===== config.mk =====
export PLATFORM = sky130hd
export DESIGN_NAME = fetch_controller
export DESIGN_NICKNAME = d
export VERILOG_FILES = /design/src/rtl/fetch_controller.sv
export SDC_FILE = /design/constraint.sdc
export NUM_CORES = 1
export LEC_CHECK = 0
export ABC_AREA = 1
export CAP_MARGIN = 5
export CELL_PAD_IN_SITES_DETAIL_PLACEMENT = 1
export CELL_PAD_IN_SITES_GLOBAL_PLACEMENT = 1
export CORE_MARGIN = 8
export CORE_UTILIZATION = 37
export CTS_BUF_LIST = sky130_fd_sc_hd__clkbuf_4
export DETAILED_ROUTE_END_ITERATION = 8
export PLACE_DENSITY_LB_ADDON = 0.1
export SYNTH_ARGS = -nofsm -noshare
export SYNTH_HDL_FRONTEND = slang
export SYNTH_SLANG_ARGS = --single-unit

===== constraint.sdc =====
create_clock -name clk -period 5.02 [get_ports clk]
set_clock_uncertainty 0.15 [all_clocks]
set_input_delay 0.753 -clock clk [delete_from_list [all_inputs] [get_ports clk]]
set_output_delay 0.753 -clock clk [all_outputs]
set_load 0.05 [all_outputs]

===== src/rtl/fetch_controller.sv =====
`default_nettype none
// ============================================================================
// Module      : fetch_controller
// Description : Front-end instruction fetch sequencer. Issues one 32-bit
//               fetch at a time, latches the returned word with its PC and
//               offers it to the decoder on a valid/ready handshake. Handles
//               redirects (possibly draining an in-flight fetch), halt and
//               sticky fetch faults.
// Revision    : 1.0 - initial release
// ============================================================================
module fetch_controller #(
    parameter int                ADDR_W   = 64,
    parameter logic [ADDR_W-1:0] RESET_PC = '0
) (
    input  logic              clk,
    input  logic              rst,

    output logic              mem_req_valid,
    output logic [ADDR_W-1:0] mem_req_addr,
    input  logic              mem_req_ready,
    input  logic              mem_resp_valid,
    input  logic [31:0]       mem_resp_data,
    input  logic              mem_resp_err,

    output logic [31:0]       instruction,
    output logic [ADDR_W-1:0] instr_pc,
    output logic              instr_valid,
    input  logic              instr_ready,

    input  logic              redirect_valid,
    input  logic [ADDR_W-1:0] redirect_pc,
    input  logic              halt,

    output logic              fault,
    output logic [ADDR_W-1:0] fault_pc
);

    // ------------------------------------------------------------------------
    // State encoding
    // ------------------------------------------------------------------------
    localparam logic [2:0] c_st_req   = 3'd0;  // ready to issue a fetch
    localparam logic [2:0] c_st_wait  = 3'd1;  // fetch accepted, awaiting response
    localparam logic [2:0] c_st_drain = 3'd2;  // awaiting a response to throw away
    localparam logic [2:0] c_st_hold  = 3'd3;  // presenting a word to the decoder
    localparam logic [2:0] c_st_fault = 3'd4;  // parked until redirect or reset

    localparam logic [ADDR_W-1:0] c_pc_step = ADDR_W'(4);

    // ------------------------------------------------------------------------
    // Registered state
    // ------------------------------------------------------------------------
    logic [2:0]        r_state;
    logic [ADDR_W-1:0] r_pc;
    logic [31:0]       r_instruction;
    logic [ADDR_W-1:0] r_instr_pc;
    logic              r_fault;
    logic [ADDR_W-1:0] r_fault_pc;

    // Next-state values
    logic [2:0]        w_state_nxt;
    logic [ADDR_W-1:0] w_pc_nxt;
    logic [31:0]       w_instruction_nxt;
    logic [ADDR_W-1:0] w_instr_pc_nxt;
    logic              w_fault_nxt;
    logic [ADDR_W-1:0] w_fault_pc_nxt;

    // ------------------------------------------------------------------------
    // Request side / helper terms
    // ------------------------------------------------------------------------
    logic w_req_valid;
    logic w_req_fire;
    logic w_misaligned;
    logic w_busy_after;

    assign w_req_valid  = (r_state == c_st_req) && !halt;
    assign w_req_fire   = w_req_valid && mem_req_ready;
    assign w_misaligned = |redirect_pc[1:0];

    // A response is still owed to us after this cycle if a fetch is in flight
    // and its response does not land now, or if a fetch is accepted now.
    // A response landing in the same cycle as a redirect (WAIT or DRAIN) has
    // been consumed, so there is nothing left to drain.
    assign w_busy_after = (((r_state == c_st_wait) || (r_state == c_st_drain)) && !mem_resp_valid)
                        || ((r_state == c_st_req) && w_req_fire);

    // ------------------------------------------------------------------------
    // Outputs
    // ------------------------------------------------------------------------
    assign mem_req_valid = w_req_valid;
    assign mem_req_addr  = r_pc;
    assign instruction   = r_instruction;
    assign instr_pc      = r_instr_pc;
    assign instr_valid   = (r_state == c_st_hold);
    assign fault         = r_fault;
    assign fault_pc      = r_fault_pc;

    // Next-state and datapath decode; redirect overrides every other event
    always_comb begin
        w_state_nxt       = r_state;
        w_pc_nxt          = r_pc;
        w_instruction_nxt = r_instruction;
        w_instr_pc_nxt    = r_instr_pc;
        w_fault_nxt       = r_fault;
        w_fault_pc_nxt    = r_fault_pc;

        if (redirect_valid) begin
            w_pc_nxt    = redirect_pc;
            w_fault_nxt = w_misaligned;
            if (w_misaligned) begin
                w_fault_pc_nxt = redirect_pc;
            end
            // A misaligned target never reaches the bus: DRAIN hands over to
            // FAULT afterwards because the fault flag is already set.
            if (w_busy_after) begin
                w_state_nxt = c_st_drain;
            end else if (w_misaligned) begin
                w_state_nxt = c_st_fault;
            end else begin
                w_state_nxt = c_st_req;
            end
        end else begin
            case (r_state)
                c_st_req: begin
                    if (w_req_fire) begin
                        w_state_nxt = c_st_wait;
                    end
                end
                c_st_wait: begin
                    if (mem_resp_valid) begin
                        if (mem_resp_err) begin
                            w_fault_nxt    = 1'b1;
                            w_fault_pc_nxt = r_pc;
                            w_state_nxt    = c_st_fault;
                        end else begin
                            w_instruction_nxt = mem_resp_data;
                            w_instr_pc_nxt    = r_pc;
                            w_pc_nxt          = r_pc + c_pc_step;
                            w_state_nxt       = c_st_hold;
                        end
                    end
                end
                c_st_drain: begin
                    // Data and error of the drained response are discarded.
                    // A set fault flag here means a misaligned redirect is pending.
                    if (mem_resp_valid) begin
                        w_state_nxt = r_fault ? c_st_fault : c_st_req;
                    end
                end
                c_st_hold: begin
                    if (instr_ready) begin
                        w_state_nxt = c_st_req;
                    end
                end
                c_st_fault: begin
                    w_state_nxt = c_st_fault;
                end
                default: begin
                    w_state_nxt = c_st_req;
                end
            endcase
        end
    end

    // State and datapath registers with synchronous reset
    always_ff @(posedge clk) begin
        if (rst) begin
            r_state       <= c_st_req;
            r_pc          <= RESET_PC;
            r_instruction <= '0;
            r_instr_pc    <= '0;
            r_fault       <= 1'b0;
            r_fault_pc    <= '0;
        end else begin
            r_state       <= w_state_nxt;
            r_pc          <= w_pc_nxt;
            r_instruction <= w_instruction_nxt;
            r_instr_pc    <= w_instr_pc_nxt;
            r_fault       <= w_fault_nxt;
            r_fault_pc    <= w_fault_pc_nxt;
        end
    end

endmodule
`default_nettype wire


Yosys cells after proc, flatten, opt, wreduce, memory -nomap -nowiden
Index checks and enable logic that the tools add are counted.
{"block": "totals", "regBits": 228, "out_inout_bits": 227}
{"block": "classes", "add_sub_neg": 1, "n_eq_ne": 10, "mux": 23, "bitwise_logic": 2, "n_reduce_logical": 18}
{"operator": "$mux 64", "count": 9}
{"operator": "$add 64x3->64 const B", "count": 1}
{"operator": "$mux 3", "count": 9}
{"operator": "$pmux 3 s5", "count": 1}
{"operator": "$reduce_and 4->1", "count": 3}
{"operator": "$ne 3x3->1 const B", "count": 3}
{"operator": "$eq 3x2->1 const B", "count": 2}
{"operator": "$reduce_and 3->1", "count": 2}
{"operator": "$reduce_bool 2->1", "count": 3}
{"operator": "$logic_and 1x1->1", "count": 4}
{"operator": "$mux 1", "count": 4}
{"operator": "$ne 2x1->1 const B", "count": 2}
{"operator": "$eq 3x1->1 const B", "count": 1}
{"operator": "$eq 3x3->1 const B", "count": 1}
{"operator": "$logic_not 3->1", "count": 1}
{"operator": "$ne 3x1->1 const B", "count": 1}
{"operator": "$logic_not 1->1", "count": 2}
{"operator": "$logic_or 1x1->1", "count": 2}
{"operator": "$not 1->1", "count": 2}
{"operator": "$reduce_or 2->1", "count": 1}

Longest topological paths before layout
{"block": "logic_depth", "word_depth": 7, "depth_mapped": 12, "ltp_nobuf": 12}

Least setup slack after synthesis
No wires, ideal clock.
{"block": "synth_path", "path_type": "input to output", "start": "input halt", "end": "output mem_req_valid", "arrival_time_ps": 1876, "t_required_ps": 4117, "slack_ps": 2241, "path_stages": 1, "n_path_buf": 0, "path_cell_list": "nor3_1"}
{"block": "synth_between", "elab_chain_len": 2}
{"item": "start: declaration", "line": "32", "text": "input logic halt,"}
{"item": "$logic_not 1->1", "line": "75", "text": "assign w_req_valid = (r_state == c_st_req) && !halt;"}
{"item": "$logic_and 1x1->1", "line": "75"}
{"item": "end: declaration", "line": "18", "text": "output logic mem_req_valid,"}
Every way passes these cells.

Worst setup path in the final report
{"block": "layout_path", "start": "register r_state[0]", "end": "output instr_valid"}
{"block": "layout_between", "elab_chain_len": 1}
{"item": "start: declaration", "line": "52", "text": "logic [2:0] r_state;"}
{"item": "start signal: assignment", "line": "167", "text": "r_state <= c_st_req;"}
{"item": "start signal: assignment", "line": "174", "text": "r_state <= w_state_nxt;"}
{"item": "$eq 3x2->1", "line": "93", "text": "assign instr_valid = (r_state == c_st_hold);"}
{"item": "end: declaration", "line": "27", "text": "output logic instr_valid,"}
Every way passes these cells.

==> impl_results.md <==
- Status: complete, no violations
- F_max: approximately 0.3 GHz
- Leak pwr: 6.88 nW
- Worst Tran Pin Value: around 1.2 ns
- VDD IR max: between 0.15 and 0.2 mV
- Starting DRT DRC Count: 690
- Hold WC Path Type: reg -> reg
- Startpoint types: flop
- IO Pins: between 300 and 400
- CTS Buffer Depth: 3
- Commonest non-fill, non-tap cell in the layout: nor2_1
- Total die area: around 38000 um2
- H-tree Lvls: 2
- Starting Density: 0.373
- Number of synthesized register bits: ~230
- P&R area growth vs syn: 36.1%
- Wire per inst: between 20 and 25 um
- Register area share after synthesis: 0.391
- DR DRC count: 0
- Detailed-placement wirelength estimate: approximately 39000 um
- Post-Synthesis Cells: 1811
- Worst relative slew slack: 0.188
- CP top delay family: buffers and inverters
- Die Wd: 194 um
- Setup Fix Bufs, Post-CTS: 0
- Critical path buffers and inverters: 2
- Register Area: 4560 um2
- Synth top area share: 0.391
- Initial antenna violation count: 1
- Layout cells sized above 1: 0.0688
- Clk Latency, worst-skew pair: around 0.75 ns
- GRT overflow: 0
- Antenna-violating nets left: 0
- First-pass GRT wire length: a little over 80000 um
- Core Footprint: roughly 31000 um2
- Vias: ~13000
- Crit-path max FO: 6
- Worst Path Required: approximately 4 ns
- # fillers: 4153
- TritonCTS clock tree: built
- WL final: 53000 um
- Number of global-route vias before repair: between 10000 and 15000
- CP peak stage delay: between 0.8 and 0.9 ns
- Final worst setup slack: 1.72 ns
- CP Capture Type: primary output
- # rows: 65
- Setup tns final: 0 ns
- Slowest-stage cell, CP: clkdlybuf4s50_1
- GRT Total Usage: 0.271
- Post-place setup slack: between 1 and 1.5 ns
- Period utilization: 0.658
- Worst-path clk slew: ~0.070 ns
- Synth top area cells: dfxtp_1 (39%), nor2_1 (14%), nand2_1 (11%)
- Largest net degree at the start of global routing: 84
- Total power: between 4 and 5 mW
- Hold buffer count at cts: 0
- Max-slew violation count: 0
- Critical path class: reg -> out
- Final setup violation count: 0
- Final hold violation count: 0
- 1st-pass router iterations: 5
- Commonest cells after routing, fill and taps aside: nor2_1 (422), nand2_1 (346), clkdlybuf4s50_1 (328)
- Clock root cell: clkbuf_4
- Sink Count: between 200 and 250
- Arrival @ worst endpoint: 2.40 ns
- RSZ-0062 raised after global routing: false
- CP cell instances: inv_2, nor3_1, clkdlybuf4s50_1
- Synth Cell Area: approximately 12000 um2
- Synthesis Warnings: 0
- Multi-input logic area: roughly 5800 um2
- Cell taking the most area after synthesis: dfxtp_1
- Syn avg cell area: 6.45 um2
- Cts bufs inserted: 61
- Distinct cell type count of the synthesized netlist: 35
- PwrDens: a little over 300 nW/um2
- Tmin final: between 3 and 4 ns
- Height of the die: 194 um
- GPL Wtd Cong: between 0.9 and 1
- Resized cells post-CTS: 0
- Max Cap Violations: 0
- Fin nets: around 2200
- Drt via density: between 5 and 6
- IO Port Bufs: 330
- Synthesized Nets: about 1900
final timing paths:
path	start	end	slack, ns	depth (start not counted)
max	r_state[0]	instr_valid	1.72	3
min	instr_pc[8]	instr_pc[8]	0.32	2
max reg2reg	mem_req_addr[3]	mem_req_addr[46]	2.31	12
min reg2reg	instr_pc[8]	instr_pc[8]	0.32	2
area by class of cell:
| class | count | area share |
|---|---|---|
| clock buffer | 80 | 0.0378 |
| clock inverter | 27 | 0.0102 |
| timing repair buffer | 343 | 0.214 |
| antenna | 2 | 0.000315 |
| tap | 402 | 0.0316 |
| multi-input combinational | 1265 | 0.366 |
| sequential | 228 | 0.287 |
| inverter | 223 | 0.0528 |
per-layer routing:
| layer | vias up | GRT usage | routed length, um |
|---|---|---|---|
| met4 | 0 | 0.0707 | 1090 |
| met1 | 6419 | 0.340 | 23400 |
| met2 | 424 | 0.446 | 24200 |
| li1 | 6448 | - | - |
| met3 | 75 | 0.0831 | 4330 |
| met5 | - | 0 | 0 |
metrics by stage:
step | hold slack [ns] | std cells | cell area, um2 | util
CTS | 0.325 | 2568 | 15900 | 0.508
global route | 0.343 | 2569 | 15900 | 0.508
global placement | 0.300 | 2461 | 15100 | 0.483
finish | 0.324 | 2570 | 15900 | 0.508
detailed placement | 0.315 | 2461 | 15100 | 0.483
floorplan | 0.340 | 1811 | 11700 | -
Yosys cell counts:
cell type,number
o211ai_1,2
a21oi_1,42
o221a_2,1
nand3_4,1
nor2_2,3
o21ai_0,185
a211oi_2,28
nor2_8,2
inv_1,216
buf_4,7
clkbuf_1,43
clkbuf_2,1
clkinv_1,1
o21bai_1,5
o22ai_1,2
nor2_1,422
o21ai_1,9
buf_1,7
inv_2,6
nand2_1,346
nand2_2,2
nor2_4,2
nand3b_1,1
a31oi_2,1
nand4_1,12
a31oi_1,20
ha_1,1
nand3_1,101
buf_6,6
nor3_1,42
buf_2,31
dfxtp_1,228
or2_2,1
a211oi_1,33
nand2_4,1
kinds of logic after synthesis:
| logic type | share of synthesized area |
|---|---|
| and+or+nand+nor | 0.326 |
| AOI/OAI and AO/OA | 0.171 |
| buffers and inverters | 0.112 |
| DFF | 0.391 |
| adders and majority gates | 0.00107 |
power breakdown:
part | internal (mW) | switching [mW] | leakage [nW]
Sequential | 1.91 | 0.117 | 1.87
Clock | 0.844 | 0.829 | 0.443
Combinational | 0.367 | 0.775 | 4.57
Total | 3.13 | 1.72 | 6.88
worst register-to-register path, cell delays in order, from the launching register on:
cell     delay, ns
dfxtp_1       0.43
ha_1          0.23
nand2_1       0.10
nor2_2        0.21
nand2_2       0.17
inv_1         0.11
nand2_1       0.11
nor2_1        0.68
nand2_1       0.12
nand2_1       0.09
nand3_1       0.07
nand2_1       0.07
inv_1         0.03
registers in the layout, indices dropped and copies added, names as in the netlist:
register / flops
r_state: 3
instr_pc: 64
mem_req_addr: 64
fault: 1
fault_pc: 64
instruction: 32
Power figures use the tool's default switching activity.
